## src/rtl/alu_pkg.sv

```systemverilog
// Shared ALU definitions: operand/result widths, opcode map and result-FIFO entry layout.
package alu_pkg;

    localparam int OP_W   = 4;
    localparam int DATA_W = 8;
    localparam int RES_W  = 9;
    localparam int TAG_W  = 4;
    localparam int FIFO_W = RES_W + TAG_W + 1;

    localparam logic [OP_W-1:0] OP_NOP   = 4'b0000;
    localparam logic [OP_W-1:0] OP_ADD   = 4'b0001;
    localparam logic [OP_W-1:0] OP_SUB   = 4'b0010;
    localparam logic [OP_W-1:0] OP_AND   = 4'b0011;
    localparam logic [OP_W-1:0] OP_OR    = 4'b0100;
    localparam logic [OP_W-1:0] OP_XOR   = 4'b0101;
    localparam logic [OP_W-1:0] OP_SHL   = 4'b0110;
    localparam logic [OP_W-1:0] OP_SHR   = 4'b0111;
    localparam logic [OP_W-1:0] OP_NOT   = 4'b1000;
    localparam logic [OP_W-1:0] OP_PASSA = 4'b1001;
    localparam logic [OP_W-1:0] OP_MAX   = 4'b1010;

    typedef enum logic [0:0] {StIdle, StExec} seq_state_e;

    typedef struct packed {
        logic [RES_W-1:0] data;
        logic [TAG_W-1:0] tag;
        logic             err;
    } res_entry_t;

    function automatic logic op_legal(input logic [OP_W-1:0] op);
        return op <= OP_MAX;
    endfunction

endpackage

```

## src/rtl/alu_res_fifo.sv

```systemverilog
// First-word fall-through result FIFO; Depth must be a power of two so pointers wrap naturally.
module alu_res_fifo #(
    parameter int unsigned Depth = 4,
    parameter int unsigned Width = 14
) (
    input  logic             clk,
    input  logic             rst,
    input  logic             push,
    input  logic [Width-1:0] push_data,
    input  logic             pop,
    output logic [Width-1:0] head_data,
    output logic             empty,
    output logic             full
);

    localparam int unsigned PtrW = (Depth > 1) ? $clog2(Depth) : 1;
    localparam int unsigned CntW = $clog2(Depth + 1);

    logic [Width-1:0] mem [Depth];
    logic [PtrW-1:0]  wr_ptr_q, rd_ptr_q;
    logic [CntW-1:0]  count_q;
    logic             do_push, do_pop;

    assign empty     = (count_q == '0);
    assign full      = (count_q == CntW'(Depth));
    assign do_push   = push && !full;
    assign do_pop    = pop && !empty;
    assign head_data = mem[rd_ptr_q];

    always_ff @(posedge clk) begin
        if (rst) begin
            wr_ptr_q <= '0;
            rd_ptr_q <= '0;
            count_q  <= '0;
        end else begin
            if (do_push) wr_ptr_q <= wr_ptr_q + PtrW'(1);
            if (do_pop)  rd_ptr_q <= rd_ptr_q + PtrW'(1);
            case ({do_push, do_pop})
                2'b10:   count_q <= count_q + CntW'(1);
                2'b01:   count_q <= count_q - CntW'(1);
                default: count_q <= count_q;
            endcase
        end
    end

    always_ff @(posedge clk) begin
        if (do_push) mem[wr_ptr_q] <= push_data;
    end

endmodule

```

## src/rtl/alu_cmd_seq.sv

```systemverilog
// Two-cycle command sequencer for an external combinational ALU with a buffered result queue.
// Optional accumulator operand enabled by defining ALU_CMD_SEQ_ACC_MODE_EN.
module alu_cmd_seq
    import alu_pkg::*;
#(
    parameter int unsigned FIFO_DEPTH = 4
) (
    input  logic              clk,
    input  logic              rst,
    input  logic              cmd_valid,
    output logic              cmd_ready,
    input  logic [OP_W-1:0]   cmd_op,
    input  logic [DATA_W-1:0] cmd_a,
    input  logic [DATA_W-1:0] cmd_b,
    input  logic [TAG_W-1:0]  cmd_tag,
    input  logic              cmd_acc,
    output logic [OP_W-1:0]   alu_op,
    output logic [DATA_W-1:0] alu_a,
    output logic [DATA_W-1:0] alu_b,
    input  logic [RES_W-1:0]  alu_res,
    output logic              res_valid,
    input  logic              res_ready,
    output logic [RES_W-1:0]  res_data,
    output logic [TAG_W-1:0]  res_tag,
    output logic              res_err,
    output logic              busy
);

    seq_state_e        state_q, state_d;
    logic [TAG_W-1:0]  tag_q;
    logic [DATA_W-1:0] op_a;
    logic              accept, push;
    logic              fifo_full, fifo_empty;
    res_entry_t        push_entry, head_entry;

    assign cmd_ready = !rst && (state_q == StIdle) && !fifo_full;

    always_comb begin
        state_d = state_q;
        accept  = 1'b0;
        push    = 1'b0;
        unique case (state_q)
            StIdle: begin
                if (cmd_valid && cmd_ready) begin
                    accept  = 1'b1;
                    state_d = StExec;
                end
            end
            StExec: begin
                push    = 1'b1;
                state_d = StIdle;
            end
            default: state_d = StIdle;
        endcase
    end

    always_ff @(posedge clk) begin
        if (rst) begin
            state_q <= StIdle;
            alu_op  <= '0;
            alu_a   <= '0;
            alu_b   <= '0;
            tag_q   <= '0;
        end else begin
            state_q <= state_d;
            if (accept) begin
                alu_op <= cmd_op;
                alu_a  <= op_a;
                alu_b  <= cmd_b;
                tag_q  <= cmd_tag;
            end
        end
    end

    // Illegal opcodes report an error with a zeroed payload regardless of what the ALU returns.
    always_comb begin
        push_entry.err  = !op_legal(alu_op);
        push_entry.data = push_entry.err ? '0 : alu_res;
        push_entry.tag  = tag_q;
    end

`ifdef ALU_CMD_SEQ_ACC_MODE_EN
    logic [DATA_W-1:0] acc_q;

    always_ff @(posedge clk) begin
        if (rst) begin
            acc_q <= '0;
        end else if (push && !push_entry.err) begin
            acc_q <= alu_res[DATA_W-1:0];
        end
    end

    assign op_a = cmd_acc ? acc_q : cmd_a;
`else
    logic unused_cmd_acc;
    assign unused_cmd_acc = cmd_acc;
    assign op_a           = cmd_a;
`endif

    alu_res_fifo #(
        .Depth (FIFO_DEPTH),
        .Width (FIFO_W)
    ) u_fifo (
        .clk       (clk),
        .rst       (rst),
        .push      (push),
        .push_data (push_entry),
        .pop       (res_valid && res_ready),
        .head_data (head_entry),
        .empty     (fifo_empty),
        .full      (fifo_full)
    );

    assign res_valid = !fifo_empty;
    assign res_data  = head_entry.data;
    assign res_tag   = head_entry.tag;
    assign res_err   = head_entry.err;
    assign busy      = (state_q == StExec) || !fifo_empty;

endmodule

```

## config.mk

```make
export PLATFORM = sky130hd
export DESIGN_NAME = alu_cmd_seq
export DESIGN_NICKNAME = d
export VERILOG_FILES = /design/src/rtl/alu_pkg.sv /design/src/rtl/alu_res_fifo.sv /design/src/rtl/alu_cmd_seq.sv
export SDC_FILE = /design/constraint.sdc
export NUM_CORES = 1
export LEC_CHECK = 0
export CELL_PAD_IN_SITES_DETAIL_PLACEMENT = 0
export CELL_PAD_IN_SITES_GLOBAL_PLACEMENT = 1
export CORE_ASPECT_RATIO = 1.25
export CORE_MARGIN = 2
export CORE_UTILIZATION = 50
export CTS_BUF_LIST = sky130_fd_sc_hd__clkbuf_4 sky130_fd_sc_hd__clkbuf_8 sky130_fd_sc_hd__clkbuf_16
export DETAILED_ROUTE_END_ITERATION = 12
export DONT_BUFFER_PORTS = 1
export GPL_ROUTABILITY_DRIVEN = 0
export HOLD_SLACK_MARGIN = 0.05
export PLACE_DENSITY = 0.79
export SLEW_MARGIN = 40
export SYNTH_ARGS = -nofsm -noshare
export SYNTH_HDL_FRONTEND = slang
export SYNTH_SLANG_ARGS = --single-unit
export TNS_END_PERCENT = 100
```

## constraint.sdc

```tcl
create_clock -name clk -period 2.9 [get_ports clk]
set_input_delay 0.58 -clock clk [delete_from_list [all_inputs] [get_ports clk]]
set_output_delay 0.58 -clock clk [all_outputs]
set_load 0.03 [all_outputs]
```

; ---- Word-level counts from Yosys, hierarchy flattened
; Memory sizes are Yosys's and may differ from the RTL's. A register that Yosys moved wholly into a read port is not among the register bits.
; Cells that the tools add are included.
[totals]
register_bits = 32
ramBits = 56
in_bits = 38
out_inout_bits = 37
mem_count = 1
[mem_list]
columns = memory, words, word_bits, rd, rd_clocked_by_memory_dff, wr, line
row1 = u_fifo.mem, 4, 14, 1, 1, 1, alu_res_fifo.sv:19  ; logic [Width-1:0] mem [Depth];
[classes]
addsub = 4
order_cmp = 1
n_eq_ne = 3
mux = 10
n_bitwise = 1
reduce_logical = 13
[op_table]
columns = operator, count
row1 = 2-to-1 mux 9 bit, 1
row2 = logical AND 1 bit, 6
row3 = one-hot mux 3 bit (2 select lines), 1
row4 = 2-to-1 mux 1 bit, 5
row5 = adder 2 x 1 -> 2 bit (second input constant), 2
row6 = <= comparator 4 bit (second input constant), 1
row7 = zero test 1 bit, 4
row8 = 2-to-1 mux 2 bit, 2
row9 = adder 3 x 1 -> 3 bit (second input constant), 1
row10 = equality test 3 bit (second input constant), 1
row11 = zero test 3 bit, 1
row12 = subtractor 3 x 1 -> 3 bit (second input constant), 1
row13 = equality test 2 x 1 -> 1 bit (second input constant), 1
row14 = equality test 2 bit (second input constant), 1
row15 = one-hot mux 1 bit (2 select lines), 1
row16 = nonzero test 2 bit, 1
row17 = logical OR 1 bit, 1
row18 = inverter 1 bit, 1

; ---- Longest topological paths before layout
; Gate-level depths: netlist of the first run.
[depth]
ltp_word = 6
mapped_depth = 10

; ---- Modules after synthesis
; From an unflattened synthesis of the first run, not the netlist that was laid out.
[hier_totals]
cells_unflattened = 250
hier_area_um2 = 3766.1
[by_module_without_submodules]
columns = module, instances, cells_each, area_per_inst_um2, seq_area_each_um2
row1 = alu_res_fifo, 1, 127, 2528.7, 1861.8
row2 = alu_cmd_seq, 1, 123, 1237.4, 500.5

; ---- Least setup slack after synthesis of the first run
; No wires, ideal clock.
[synth_path]
path_type = flip-flop to flip-flop
from = register u_fifo.count_q[0]
to = register u_fifo.count_q[2]
arrival_time_ns = 2.256
t_required_ns = 2.829
setup_slack_ns = 0.573
stages_incl_launch_ff = 11
synth_period_minus_slack_ns = 2.327
path_cell_list = dfxtp_1 > or3b_1 > buf_2 > clkbuf_1 > nand2_1 > ha_1 > inv_1 > fa_1 > xor2_1 > or3_1 > a21oi_1
[synth_between]
elab_chain_cells = 6
elab_cells_between_ends = 13
[synth_rtl]
columns = element, line
row1 = from (decl), alu_res_fifo.sv:21  ; logic [CntW-1:0] count_q;
row2 = from (signal assigned), alu_res_fifo.sv:39  ; 2'b10: count_q <= count_q + CntW'(1);
row3 = from (signal assigned), alu_res_fifo.sv:40  ; 2'b01: count_q <= count_q - CntW'(1);
row4 = from (signal assigned), alu_res_fifo.sv:41  ; default: count_q <= count_q;
row5 = zero test 3 bit, alu_res_fifo.sv:24  ; assign empty = (count_q == '0);
row6 = zero test 1 bit, "alu_res_fifo.sv:27, alu_cmd_seq.sv:114"
row7 = logical AND 1 bit, alu_cmd_seq.sv:108  ; .pop (res_valid && res_ready),
row8 = logical AND 1 bit, alu_res_fifo.sv:27  ; assign do_pop = pop && !empty;
row9 = equality test 2 x 1 -> 1 bit / equality test 2 bit (equally long branches), alu_res_fifo.sv:38  ; case ({do_push, do_pop})
row10 = one-hot mux 3 bit (2 select lines) / nonzero test 2 bit (equally long branches), -
; Parallel ways exist; a longest one is shown, timed or not.
; A chain may end at the register's enable or synchronous reset.

; ---- Worst setup path after layout of the first run
[layout_path]
from = register u_fifo.count_q[2]
to = output port cmd_ready
[layout_between]
elab_chain_cells = 3
[layout_rtl]
columns = element, line
row1 = equality test 3 bit, alu_res_fifo.sv:25  ; assign full = (count_q == CntW'(Depth));
row2 = zero test 1 bit, alu_cmd_seq.sv:36  ; assign cmd_ready = !rst && (state_q == StIdle) && !fifo_full;
row3 = logical AND 1 bit, alu_cmd_seq.sv:36
row4 = to (decl), alu_cmd_seq.sv:11  ; output logic cmd_ready,
; No other way between the ends.

==> impl_metrics.py, run 1 <==
metrics = {
    "status": {
        "status": "complete, no violations",
    },
    "worst_setup_path": {
        "cp_max_fo": 34,
        "arrival_ns": 1.74,
        "worstPathRequired_ns": 2.32,
        "rr_startpoint": "u_fifo.count_q[2]$_SDFFE_PP0P_",
        "cp_slowest_cell": "dfxtp_1",
        "worstReg2RegEnd": "u_fifo.count_q[2]$_SDFFE_PP0P_",
        "r2r_cells": 8,
        "slowest_delay_ns": 0.40,
        "path_cells": "or3b_1, buf_4, nor3b_1, buf_4",
        "criticalPathCategory": "flip-flop to output port",
        "cp-start-kind": "flip-flop",
        "r2r_setup_slack_ns": 0.79,
        "cp-end-kind": "output port",
        "path_common_cell": "buf_4",
    },
    "finish": {
        "nets": 293,
        "area_growth_pct": 6.75,
        "diodes": 0,
        "design_area_sq_um": 3800,
        "drive_gt1_share_pct": 22.0,
    },
    "sta": {
        "finalWorstSetupSlack_ns": 0.576,
        "final.setup.tns_ns": 0,
        "worst_pin_slew_ns": 0.740,
        "clock.fmax_mhz": 430,
        "drv_slew": 0,
        "relSlewSlack_pct": 50.6,
        "hold-worst-slack_ns": 0.288,
        "period_minus_slack_ns": 2.32,
        "fin_crit_sh_pct": 80.1,
        "finalHoldViolCount": 0,
        "clock_skew_ns": 0.0114,
        "finalSetupViolCount": 0,
        "rsz0062_at_grt": "false",
    },
    "pwr": {
        "power_density_nw_per_um2": 807,
        "ir_drop_uv": 386,
        "leakage_nw": 1.28,
    },
    "place": {
        "dpl_cell_area_sq_um": 3610,
        "dp_slack_ns": 0.756,
        "io_buffer_count": 0,
        "dp_hpwl_um": 3810,
    },
    "clock_network": {
        "path_clk_slew_ns": 0.09,
        "clockRootBuffer": "clkbuf_8",
        "clk_latency_ns": 0.35,
        "cts_sinks": 90,
        "cts_buffer_depth": 2,
        "cts_buffers": 9,
        "cts_resized": 0,
        "postCtsSetupRepairBufs": 0,
        "hold_buffers": 0,
        "cts_tree": "yes",
        "cts_max_level": 3,
    },
    "synthesis": {
        "muxShareOfSynthArea_pct": 8.86,
        "synth_area_leaders": "edfxtp_1 47%, dfxtp_1 19%, mux4_2 8.9%",
        "yosysSeqAreaShare_pct": 66.4,
        "yosys.area.top_type_share_pct": 47.3,
        "syn_inst": 249,
        "synth_top_family_by_area": "simple AND/OR/NAND/NOR gates",
        "synth_xor_area_share_pct": 0.985,
        "synth_nets": 293,
        "yosysWarningCount": 0,
        "synth_area_sq_um": 3560,
        "synth_compound_area_share_pct": 7.21,
        "synth_edf_count": 56,
        "synth-seq-cells": 90,
        "ys_types": 29,
        "synth_ff_type": "edfxtp_1",
        "synth_largest_area_cell": "edfxtp_1",
        "synth_fa_ha_area_share_pct": 2.32,
        "ys_async_sr_fraction_pct": 0,
        "synthSimpleGateAreaFrac_pct": 10.8,
        "syn_avg_cell_area_sq_um": 14.3,
    },
    "hold_path": {
        "min_delay_worst_endpoint": "u_fifo.wr_ptr_q[1]$_SDFFE_PP0P_",
        "holdCritStartpoint": "rst",
        "hold_path_class": "input pin to flip-flop",
        "hold_depth": 1,
    },
    "route": {
        "vias": 1872,
        "wl_um": 5810,
        "drt_iter0_markers": 106,
        "firstDrtPassIters": 4,
        "routed_via_density": 5.44,
        "drt_drc_violations_left": 0,
        "ant_nets": 0,
        "wire_per_inst_um": 16.9,
    },
    "global_route": {
        "antenna_found_initial": 0,
        "grt_pass1_wl_um": 9400,
        "grt_max_degree": 35,
        "track_usage_pct": 15.8,
        "grt_pass1_vias": 1960,
        "grt_overflow": 0,
    },
    "job": {
        "maxCapViolations": 0,
    },
    "die": {
        "die_area_sq_um": 7810,
        "core_area_sq_um": 6930,
        "initial_utilization_pct": 51.3,
        "fp-row-count": 34,
        "die_w_um": 79.4,
        "ioPinCount": 75,
        "dieHeight_um": 98.3,
    },
}
==> logic make-up after synthesis <==
logic type / after synthesis
AO/OA/AOI/OAI: 34
XOR/XNOR: 4
adder cells (fa/ha/maj): 6
buffers and inverters: 23
flip-flops: 90
multiplexers: 14
AND/OR/NAND/NOR: 78
==> power breakdown <==
part           leakage, nW  switching, mW  internal, mW
Clock               0.0901          0.452         0.327
Combinational        0.397          0.444         0.242
Sequential           0.790          0.134          1.47
==> synth_stat cells (2+ instances only) <==
library cell,count
clkbuf_1,7
edfxtp_1,56
a21oi_1,4
or3_1,2
dfxtp_1,34
a21o_1,3
buf_2,3
buf_8,2
buf_1,3
ha_1,5
nor2_1,6
nand2_1,26
o21ai_2,19
o21ai_0,6
and2_1,10
mux4_2,14
xor2_1,3
nand3_1,26
inv_1,7
and3_1,4
==> routing by layer <==
metal / GRT usage (%) / vias up / wire length (um)
li1: - / 914 / -
met1: 18.9 / 889 / 2350
met2: 26.0 / 57 / 2970
met3: 4.90 / 12 / 387
met4: 7.16 / 0 / 107
met5: 0 / - / 0
==> final cells by class <==
type	count	area (sq um)
clock buffers	9	124
clock inverters	7	60.1
fillers	560	3140
inverters	7	26.3
multi-input cells	136	1070
flip-flops and latches	90	2360
well taps	90	113
repair buffers	5	37.5
==> stage by stage <==
step	util (%)	power [mW]	instances
2_1_floorplan	-	2.24	249
3_3_place_gp	52.1	2.32	328
3_5_place_dp	52.1	2.33	328
4_1_cts	54.8	3.10	344
5_1_grt	54.8	3.22	344
6_report	54.8	3.07	344
==> how the worst max path moves through the flow <==
stage / end / depth (start not counted) / from
floorplan: u_fifo.count_q[2]$_SDFFE_PP0P_ / 10 / u_fifo.count_q[0]$_SDFFE_PP0P_
global placement: alu_a[7]$_SDFFE_PP0P_ / 5 / u_fifo.count_q[0]$_SDFFE_PP0P_
detailed placement: alu_b[7]$_SDFFE_PP0P_ / 5 / u_fifo.count_q[0]$_SDFFE_PP0P_
CTS: cmd_ready / 4 / u_fifo.count_q[2]$_SDFFE_PP0P_
global route: cmd_ready / 4 / u_fifo.count_q[0]$_SDFFE_PP0P_
finish: cmd_ready / 4 / u_fifo.count_q[2]$_SDFFE_PP0P_
==> flip-flops by register name, summed over array words and instances (netlist names), named ones only <==
| register | cells |
|---|---|
| alu_op | 4 |
| state_q | 1 |
| alu_b | 8 |
| u_fifo.count_q | 3 |
| u_fifo.rd_ptr_q | 2 |
| tag_q | 4 |
| alu_a | 8 |
| u_fifo.wr_ptr_q | 2 |
| u_fifo.mem | 56 |
==> critical path: cells and delay by family (launching register included) <==
family        cells  cell delay (ns)
simple gates      2             0.56
flops             1             0.40
buf+inv           2             0.43
==> layout by cell type, fill, tap and decap left out <==
| cell type | count |
|---|---|
| a21oi_1 | 4 |
| clkinv_2 | 1 |
| nor3b_2 | 1 |
| o31a_1 | 1 |
| clkbuf_8 | 9 |
| and2_1 | 10 |
| fa_1 | 1 |
| xnor2_1 | 1 |
| mux4_2 | 14 |
| or3_1 | 2 |
| nand2_1 | 26 |
| nor3b_1 | 1 |
| nand3_1 | 26 |
| clkinvlp_4 | 2 |
| a21o_1 | 3 |
| nor2_1 | 6 |
| dfxtp_1 | 34 |
| inv_1 | 7 |
| inv_6 | 2 |
| and3_1 | 4 |
| o311ai_0 | 1 |
| o21ai_0 | 6 |
| or3b_1 | 1 |
| o21ai_2 | 19 |
| or2_2 | 1 |
| ha_1 | 5 |
| inv_8 | 2 |
| buf_4 | 5 |
| xor2_1 | 3 |
| edfxtp_1 | 56 |
Power figures use the tool's default switching activity.
==> inputs of run 2 (changes only) <==
--- a/config.mk
+++ b/config.mk
@@ -9,13 +9,13 @@
 export CELL_PAD_IN_SITES_GLOBAL_PLACEMENT = 1
 export CORE_ASPECT_RATIO = 1.25
 export CORE_MARGIN = 2
-export CORE_UTILIZATION = 50
+export CORE_UTILIZATION = 45
 export CTS_BUF_LIST = sky130_fd_sc_hd__clkbuf_4 sky130_fd_sc_hd__clkbuf_8 sky130_fd_sc_hd__clkbuf_16
 export DETAILED_ROUTE_END_ITERATION = 12
 export DONT_BUFFER_PORTS = 1
 export GPL_ROUTABILITY_DRIVEN = 0
 export HOLD_SLACK_MARGIN = 0.05
-export PLACE_DENSITY = 0.79
+export PLACE_DENSITY = 0.75
 export SLEW_MARGIN = 40
 export SYNTH_ARGS = -nofsm -noshare
 export SYNTH_HDL_FRONTEND = slang
==> constraint.sdc (replaced) <==
create_clock -name clk -period 2.1 [get_ports clk]
set_input_delay 0.42 -clock clk [delete_from_list [all_inputs] [get_ports clk]]
set_output_delay 0.42 -clock clk [all_outputs]
set_load 0.03 [all_outputs]
==> impl_metrics.py, run 2 (same netlist as run 1, synthesis figures left out) <==
metrics = {
    "status": {
        "status": "complete, no violations",
    },
    "worst_setup_path": {
        "arrival_ns": 2.32,
        "cp-start-kind": "flip-flop",
        "path_cells": "or3b_4, nand2_2, ha_4, inv_2, fa_2, xor2_1, or3_1, a21oi_2",
        "critPathTopFamily": "simple AND/OR/NAND/NOR gates",
        "r2r_setup_slack_ns": 0.06,
        "worstReg2RegEnd": "u_fifo.count_q[2]$_SDFFE_PP0P_",
        "slowest_delay_ns": 0.40,
        "rr_startpoint": "u_fifo.count_q[1]$_SDFFE_PP0P_",
        "cp_slowest_cell": "or3b_4",
        "r2r_cells": 8,
        "cp-end-kind": "flip-flop",
        "worstPathRequired_ns": 2.38,
        "cp_max_fo": 5,
        "startpoint": "u_fifo.count_q[1]$_SDFFE_PP0P_",
        "crit_end": "u_fifo.count_q[2]$_SDFFE_PP0P_",
        "cp.depth": 8,
        "criticalPathCategory": "flip-flop to flip-flop",
        "crit_buf_inv": 1,
    },
    "global_route": {
        "grt_pass1_wl_um": 9530,
        "antenna_found_initial": 0,
        "grt_pass1_vias": 1923,
        "grt_max_degree": 35,
        "track_usage_pct": 14.6,
        "grt_overflow": 0,
    },
    "finish": {
        "instances_no_fill": 357,
        "top_register": "u_fifo.mem",
        "drive_gt1_share_pct": 27.5,
        "design_area_sq_um": 3920,
        "largest_register_ffs": 56,
        "area_growth_pct": 10.3,
        "mostFrequentLayoutCells": "56 x edfxtp_1, 32 x dfxtp_1, 26 x nand3_1, 25 x nand2_1, 19 x o21ai_2",
        "fillers": 689,
        "nets": 301,
        "final_common_cell": "edfxtp_1",
        "post-route-util_pct": 50.6,
        "diodes": 0,
        "largestRegisters": "u_fifo.mem (56), alu_a (8), alu_b (8)",
    },
    "hold_path": {
        "holdCritStartpoint": "rst",
        "hold_depth": 1,
        "hold_path_class": "input pin to flip-flop",
    },
    "route": {
        "wl_um": 6010,
        "drt_drc_violations_left": 0,
        "ant_nets": 0,
        "firstDrtPassIters": 4,
        "vias": 1902,
        "drt_iter0_markers": 103,
        "wire_per_inst_um": 16.8,
        "routed_via_density": 5.33,
    },
    "sta": {
        "period_minus_slack_ns": 2.04,
        "clock.fmax_mhz": 490,
        "fin_crit_sh_pct": 97.3,
        "clock_skew_ns": 0.00910,
        "worst_pin_slew_ns": 0.738,
        "hold-worst-slack_ns": 0.124,
        "relSlewSlack_pct": 50.7,
        "finalHoldViolCount": 0,
        "drv_slew": 0,
        "finalSetupViolCount": 0,
        "rsz0062_at_grt": "true",
    },
    "die": {
        "fp-row-count": 36,
        "dieHeight_um": 103,
        "core_area_sq_um": 7750,
        "die_area_sq_um": 8640,
        "ioPinCount": 75,
        "initial_utilization_pct": 45.9,
        "die_w_um": 83.5,
    },
    "clock_network": {
        "cts_buffer_depth": 2,
        "cts_buffers": 9,
        "clockRootBuffer": "clkbuf_8",
        "path_clk_slew_ns": 0.08,
        "cts_tree": "yes",
        "cts_max_level": 3,
        "clk_latency_ns": 0.34,
        "cts_sinks": 90,
    },
    "job": {
        "maxCapViolations": 0,
    },
    "pwr": {
        "leakage_nw": 1.34,
        "ir_drop_uv": 511,
        "power_density_nw_per_um2": 1130,
    },
    "place": {
        "io_buffer_count": 0,
        "dp_hpwl_um": 3820,
        "dpl_cell_area_sq_um": 3680,
        "placedCellCount": 339,
    },
}
==> run 2: per-layer routing <==
layer	track usage (%)	routed length (um)
met2	24.5	2970
met4	4.84	73
met1	17.1	2530
met3	6.59	433
met5	0	0
==> run 2: area by class of cell <==
type / count / area, sq um / area share [%]
flip-flops and latches: 90 / 2370 / 60.4
multi-input cells: 136 / 1100 / 28.0
clock buffers: 10 / 131 / 3.35
well taps: 95 / 119 / 3.03
repair buffers: 13 / 114 / 2.90
clock inverters: 6 / 65.1 / 1.66
inverters: 7 / 26.3 / 0.670
==> run 2: worst min path at each step <==
stage	to	slack (ns)
after detailed placement	u_fifo.count_q[2]$_SDFFE_PP0P_	0.49
after global placement	u_fifo.mem[3][3]$_DFFE_PP_	0.48
after CTS	u_fifo.count_q[2]$_SDFFE_PP0P_	0.10
after floorplan	u_fifo.mem[0][1]$_DFFE_PP_	0.46
final	u_fifo.count_q[2]$_SDFFE_PP0P_	0.12
after global routing	u_fifo.count_q[2]$_SDFFE_PP0P_	0.09
==> run 2: through the flow <==
step           setup TNS (ns)  setup slack, ns  total power, mW
6_report                    0           0.0574             4.43
5_1_grt               -0.0435          -0.0395             4.67
4_1_cts                     0           0.0139             4.47
3_5_place_dp                0            0.102             3.29
3_3_place_gp                0            0.109             3.28
2_1_floorplan         -0.0717          -0.0717             3.13
==> run 2: what timing repair did <==
action	CTS	global route
buffers inserted	0	2
pin swaps	0	1
endpoints found under the setup margin	1	14
gates resized for setup	4	4
hold buffers	0	0
==> run 2: where the power goes <==
group          switching (mW)  total (mW)  internal [mW]
Clock                   0.587        1.16          0.568
Combinational           0.671        1.10          0.425
Sequential              0.151        2.18           2.03
